--- src/rtl/hd_fifo_if.sv ---
// Valid/ready bundle between the HD stage, the elastic FIFO and its consumer.
// The slave modport is the FIFO's view; the master modport is the view of the surrounding logic.
interface hd_fifo_if #(
  parameter int DATA_WIDTH = 16,
  parameter int DEPTH      = 4
);
  localparam int ADDR_W = $clog2(DEPTH);

  logic                  valid;
  logic [DATA_WIDTH-1:0] data_src;
  logic                  ready_output;
  logic                  valid_output;
  logic [DATA_WIDTH-1:0] data_dest;
  logic                  ready;
  logic [ADDR_W:0]       count;

  modport slave (
    input  valid, data_src, ready,
    output ready_output, valid_output, data_dest, count
  );

  modport master (
    output valid, data_src, ready,
    input  ready_output, valid_output, data_dest, count
  );
endinterface

--- src/rtl/hd_fifo.sv ---
// First-word-fall-through elastic buffer behind the HD handshake stage.
// It absorbs consumer back-pressure. All outputs decode registered state only.
module hd_fifo #(
  parameter int DATA_WIDTH = 16,
  parameter int DEPTH      = 4
) (
  input  logic     clk,
  input  logic     rst,
  hd_fifo_if.slave bus
);
  localparam int              ADDR_W    = $clog2(DEPTH);
  localparam logic [ADDR_W:0] FULL_CNT  = (ADDR_W + 1)'(DEPTH);
  localparam logic [ADDR_W:0] EMPTY_CNT = {(ADDR_W + 1){1'b0}};
  localparam logic [ADDR_W:0] ONE_CNT   = {{ADDR_W{1'b0}}, 1'b1};

  logic [DATA_WIDTH-1:0] mem_q [DEPTH];
  logic [DATA_WIDTH-1:0] mem_d [DEPTH];
  logic [ADDR_W-1:0]     wr_ptr_q, wr_ptr_d;
  logic [ADDR_W-1:0]     rd_ptr_q, rd_ptr_d;
  logic [ADDR_W:0]       count_q, count_d;
  logic                  push_s;
  logic                  pop_s;

  // Handshake decode, pointer and occupancy next-state, storage write.
  always_comb begin
    push_s   = rst & bus.valid & (count_q != FULL_CNT);
    pop_s    = rst & bus.ready & (count_q != EMPTY_CNT);
    mem_d    = mem_q;
    wr_ptr_d = wr_ptr_q;
    rd_ptr_d = rd_ptr_q;
    count_d  = count_q;
    if (push_s) begin
      mem_d[wr_ptr_q] = bus.data_src;
      wr_ptr_d        = wr_ptr_q + ADDR_W'(1'b1);
    end else begin
      wr_ptr_d = wr_ptr_q;
    end
    if (pop_s) begin
      rd_ptr_d = rd_ptr_q + ADDR_W'(1'b1);
    end else begin
      rd_ptr_d = rd_ptr_q;
    end
    // Push and pop together leave occupancy unchanged.
    case ({push_s, pop_s})
      2'b10:   count_d = count_q + ONE_CNT;
      2'b01:   count_d = count_q - ONE_CNT;
      default: count_d = count_q;
    endcase
  end

  // Control state with synchronous active-low reset; words are discarded without draining.
  always_ff @(posedge clk) begin
    if (!rst) begin
      wr_ptr_q <= {ADDR_W{1'b0}};
      rd_ptr_q <= {ADDR_W{1'b0}};
      count_q  <= EMPTY_CNT;
    end else begin
      wr_ptr_q <= wr_ptr_d;
      rd_ptr_q <= rd_ptr_d;
      count_q  <= count_d;
    end
  end

  // Storage array, intentionally not reset.
  always_ff @(posedge clk) begin
    mem_q <= mem_d;
  end

  assign bus.valid_output = (count_q != EMPTY_CNT);
  assign bus.ready_output = (count_q != FULL_CNT);
  assign bus.data_dest    = mem_q[rd_ptr_q];
  assign bus.count        = count_q;
endmodule
--- src/flat_wrapper.sv ---
// flat-port wrapper written by rule: the top's interface ports become plain ports
module hd_fifo_flat 
#(
  parameter int DATA_WIDTH = 16,
  parameter int DEPTH      = 4
)
  (clk, rst, bus_valid, bus_data_src, bus_ready, bus_ready_output, bus_valid_output, bus_data_dest, bus_count);
  hd_fifo_if #(.DATA_WIDTH(DATA_WIDTH), .DEPTH(DEPTH)) bus_i ();
  input  logic clk;
  input  logic rst;
  input wire logic [$bits(bus_i.valid)-1:0] bus_valid;
  input wire logic [$bits(bus_i.data_src)-1:0] bus_data_src;
  input wire logic [$bits(bus_i.ready)-1:0] bus_ready;
  output wire logic [$bits(bus_i.ready_output)-1:0] bus_ready_output;
  output wire logic [$bits(bus_i.valid_output)-1:0] bus_valid_output;
  output wire logic [$bits(bus_i.data_dest)-1:0] bus_data_dest;
  output wire logic [$bits(bus_i.count)-1:0] bus_count;
  assign bus_i.valid = bus_valid;
  assign bus_i.data_src = bus_data_src;
  assign bus_i.ready = bus_ready;
  assign bus_ready_output = bus_i.ready_output;
  assign bus_valid_output = bus_i.valid_output;
  assign bus_data_dest = bus_i.data_dest;
  assign bus_count = bus_i.count;
  hd_fifo #(.DATA_WIDTH(DATA_WIDTH), .DEPTH(DEPTH)) u_core (.clk(clk), .rst(rst), .bus(bus_i));
endmodule
--- config.mk ---
export PLATFORM = sky130hd
export DESIGN_NAME = hd_fifo_flat
export DESIGN_NICKNAME = d
export VERILOG_FILES = /design/src/rtl/hd_fifo_if.sv /design/src/rtl/hd_fifo.sv /design/src/flat_wrapper.sv
export SDC_FILE = /design/constraint.sdc
export NUM_CORES = 1
export LEC_CHECK = 0
export CAP_MARGIN = 40
export CORE_MARGIN = 2
export CORE_UTILIZATION = 57
export CTS_CLUSTER_DIAMETER = 120
export DETAILED_ROUTE_END_ITERATION = 12
export GPL_ROUTABILITY_DRIVEN = 0
export PLACE_DENSITY = 0.88
export SYNTH_ARGS = -nofsm -noshare
export SYNTH_HDL_FRONTEND = slang
export SYNTH_SLANG_ARGS = --single-unit
--- constraint.sdc ---
create_clock -name clk -period 3.8 [get_ports clk]
set_input_delay 0.38 -clock clk [delete_from_list [all_inputs] [get_ports clk]]
set_output_delay 0.38 -clock clk [all_outputs]
set_load 0.01 [all_outputs]
# Word level (Yosys, flattened, before mapping)
# Index checks and enable logic that the tools add are counted.
# classes
addsub	4
n_mul	0
n_div	0
magnitude_cmp	3
eq_ne	3
shift	0
muxes	7
bitwise_logic	6
reduce_logical	3
# op_table
cell	count
$bwmux W64	1
$mux W16	3
$bmux W16 S2	1
$demux W16 S2	1
$ge A3 B3 Y1 const B	2
$not A2 Y3	2
$pmux W3 S2	1
$add A2 B1 Y2 const B	2
$and A1 B1 Y1	4
$add A3 B1 Y3 const B	1
$lt A3 B1 Y1 const B	1
$ne A3 B3 Y1 const B	1
$reduce_bool A3 Y1	1
$sub A3 B1 Y3 const B	1
$eq A2 B1 Y1 const B	1
$eq A2 B2 Y1 const B	1
$reduce_bool A2 Y1	1
$logic_and A1 B1 Y1	1
# word_totals
regBits	71
latchBits	0
ram_bits	0
mem_bits_ro	0
inputBits	20
out_inout_bits	21
wordCells	33
mem_count	0

# Depth between registers and ports, before layout
# depth
word_depth	6
depth_mapped	9
depth_no_buf	9

# Worst setup path before layout
# Ideal clock, no wire load.
# synth_path
kind	register to register
from	register u_core.count_q[0], in the netlist u_core.bus.count[0]
to	register u_core.count_q[2], in the netlist u_core.bus.count[2]
setup_ns	0.076
arrival_ns	1.887
t_required_ns	3.724
path_slack_ns	1.838
path_stages_with_launch	10
path_buffers	0
period_less_slack_ns	1.962
path_cell_list	dfxtp_1 -> nor2_1 -> a21boi_2 -> nand2_1 -> ha_1 -> inv_1 -> fa_1 -> xor2_1 -> or3_1 -> a21boi_0
# synth_via
elab_chain_len	4
word_cells_on_any_way	10
classes_between	add/sub: 2; eq/ne: 3; mux: 1; bitwise: 2; reduce/logical: 2
# synth_rtl
element	line	source
start, declared	hd_fifo.sv:20	logic [ADDR_W:0] count_q, count_d;
start signal, assigned	hd_fifo.sv:60	count_q <= count_d;
$ne A3 B3 Y1 or $reduce_bool A3 Y1 (tied branches)	hd_fifo.sv:26, hd_fifo.sv:27	
$and A1 B1 Y1, on equally long branches	hd_fifo.sv:26, hd_fifo.sv:27	
$eq A2 B1 Y1 or $eq A2 B2 Y1 (tied branches)	hd_fifo.sv:44	case ({push_s, pop_s})
$pmux W3 S2 or $reduce_bool A2 Y1 (tied branches)	--	
# Several ways; a longest one is shown, not always the timed one.
# A chain may end at the register's enable or synchronous reset.

# Worst setup path in the final report
# layout_path
from	register u_core.rd_ptr_q[1]
to	output port bus_data_dest[7]
# layout_via
elab_chain_len	4
# layout_rtl
element	line	source
start, declared	hd_fifo.sv:19	logic [ADDR_W-1:0] rd_ptr_q, rd_ptr_d;
start signal, assigned	hd_fifo.sv:55	rd_ptr_q <= {ADDR_W{1'b0}};
start signal, assigned	hd_fifo.sv:59	rd_ptr_q <= rd_ptr_d;
$not A2 Y3 (not written as such)	hd_fifo.sv:71	assign bus.data_dest = mem_q[rd_ptr_q];
$bmux W16 S2	hd_fifo.sv:71	
$mux W16 (not written as such) (2 in series)	hd_fifo.sv:71	
end, declared	flat_wrapper.sv:16	output wire logic [$bits(bus_i.data_dest)-1:0] bus_data_dest;
# Every way passes these cells. The select of a mux whose other input is x is not followed.

==> metrics.yaml <==
run_status:
  status: "completed"
setup_path:
  worstSetupEndpointType: "primary output"
  crit_arrival_ns: 2.14
  rr_endpoint: "u_core.bus.count[2]"
  critPathMaxFanout: 18
  crit_path_start_kind: "flop"
  rr_worst_depth: 9
  required_ns: 3.42
  regToRegStartpoint: "u_core.bus.count[0]"
  critical_path_class: "reg -> out"
  cp-startpoint: "u_core.rd_ptr_q[1]"
  r2r_slack_ns: 1.62
sta:
  fin_crit_sh_pct: 66.3
  fmax_ghz: 0.397
  finalSetupViolations: 0
  setup_tns_ns: 0
  fin_skew_ns: 0.00941
  finalMaxSlewViolations: 0
  hold_violations: 0
  worstMarginPinSlew_ns: 0.853
  fin_crit_ns: 2.52
  rsz0062_at_grt: "no"
  max_slew_margin_pct: 43.1
power_and_ir_drop:
  total_power_mw: 1.77
  powerDensity_nw_per_um2: 506
  power.leakage_nw: 1.19
  ir_drop_mv: 0.239
global_routing:
  grt_max_degree: 19
  grt_usage_pct: 21.1
  grt_pass1_wl_mm: 7.94
  antenna_found_initial: 0
  grt_pass1_vias: 1534
  gr-total-overflow: 0
floorplanning:
  floorplan.initialDensity_pct: 59.1
  fp-row-count: 25
  fp.dieW_um: 74.0
  die_area_um2: 5470
  die_h_um: 74.0
  coreArea_um2: 4720
  ios: 41
synthesis:
  synthFlopType: "edfxtp_1"
  ys_top_cells_by_count: "edfxtp_1 (64), nand2_1 (10), mux4_1 (9)"
  yosys_warnings: 0
  syn_inst: 133
  yosysSeqAreaShare_pct: 73.9
  yosysMostFrequentCell: "edfxtp_1"
  synth.distinct_cells: 23
  postSynthAreaPerCell_um2: 21.0
  synth.largest_area_cell: "edfxtp_1"
  syn_nets: 159
  async_flop_share_pct: 0
  syn-cell-area_um2: 2790
  ys_ff_latch: 71
  synth_edf_count: 64
  yosys-top-cells-area: "edfxtp_1 (69%), mux4_1 (8.5%), mux4_2 (5.7%)"
  synth_top_area_share_pct: 68.9
route:
  via_per_inst: 5.51
  wl_per_cell_um: 19.2
  via_count: 1395
  drc: 0
  drtIter0Drc: 118
  first_pass_iters: 4
  wl_mm: 4.86
  drtAntennaViolNets: 0
clock_network:
  cts-hold-fix-buffers: 0
  cts.sinks: 71
  ctsHtreeMaxLevel: 3
  root_buffer: "clkbuf_8"
  insertion_delay_ns: 0.33
  cts_buffers: 9
  cts_setup_buffers: 0
  cts_tree: "built"
  clockBufferDepth: 2
  path_clk_slew_ns: 0.07
  cts_resized: 0
cells_and_area:
  antenna_cells: 0
  drive_gt1_share_pct: 14.0
  fill_cells: 263
  areaGrowthSynthToFinish_pct: 25.2
  fin_nets: 207
placement:
  port_buffers: 40
  dp_hpwl_mm: 3.08
worst_hold_path:
  hold-path-endpoint: "u_core.wr_ptr_q[0]"
  min_from: "u_core.wr_ptr_q[0]"
  hp-class: "reg -> reg"
  min_delay_path_depth: 2
run:
  drv_cap: 0
## kinds of logic after synthesis
| group | count (synthesis) | share of synthesized area [%] |
|---|---|---|
| simple gates | 19 | 3.27 |
| mux | 20 | 15.6 |
| fa+ha+maj | 6 | 2.96 |
| buf+inv | 10 | 2.29 |
| compound gates | 5 | 1.39 |
| flops | 71 | 73.9 |
| xor+xnor | 2 | 0.628 |
## cell type report
type / instances / area, µm² / area share (%)
clock buffer: 14 / 193 / 5.52
clock inverter: 2 / 35.0 / 1.00
inverter: 5 / 18.8 / 0.537
tap: 67 / 83.8 / 2.40
sequential: 71 / 2060 / 59.0
timing repair buffer: 42 / 435 / 12.5
multi-input combinational: 52 / 664 / 19.0
## worst max-delay path by stage
stage               cells after the start             endpoint  slack [ns]
finish                                  2     bus_data_dest[7]        1.28
global route                            2     bus_data_dest[7]        1.17
CTS                                     3    bus_data_dest[14]        1.25
detailed placement                      8  u_core.bus.count[2]        0.97
global placement                        8  u_core.bus.count[2]        1.17
floorplan                               9  u_core.bus.count[2]        1.84
## worst max-delay path: stages, from the launching register on
cell and delay, ns:
dfxtp_1 0.87, mux4_2 0.42, clkdlybuf4s50_1 0.51
## state kept, by name, indices dropped and copies added (netlist names)
register and cells:
u_core.wr_ptr_q 2, u_core.bus.count 3, u_core.rd_ptr_q 2, u_core.mem_q 64
## per-layer routing
metal  up-vias  routed length, µm  track usage [%]
met1       710               1970             25.4
met2        43               2570             34.7
met3         7                237             7.59
met4         0                 85             9.09
met5         -                  0                0
li1        635                  -                -
## report_power, final
part | switching, mW | total (mW) | leakage [nW] | internal (mW)
Sequential | 0.0201 | 0.900 | 0.639 | 0.880
Clock | 0.255 | 0.647 | 0.119 | 0.392
Combinational | 0.0897 | 0.221 | 0.429 | 0.131
## metrics by stage
step | setup WS [ns] | area [µm²] | hold slack, ns | util, % | instances
floorplan | 1.84 | 2790 | 0.468 | - | 133
global placement | 1.17 | 3240 | 0.480 | 68.5 | 236
detailed placement | 0.970 | 3260 | 0.502 | 69.1 | 237
CTS | 1.25 | 3490 | 0.521 | 73.9 | 253
global route | 1.17 | 3490 | 0.555 | 73.9 | 253
finish | 1.28 | 3490 | 0.533 | 73.9 | 253
## cell usage in the layout (no fill, tap or decap), types with 2 or more instances in the layout
cell type and instances:
edfxtp_1 64, mux4_1 9, and3_1 4, or3_1 2
ha_1 5, o21ai_0 2, inv_1 5, mux4_2 7
mux2i_1 4, dfxtp_1 7, clkbuf_8 14, and2_1 2
clkdlybuf4s50_1 40, nand2_1 10
No activity file was read; power rests on OpenSTA's default activity.
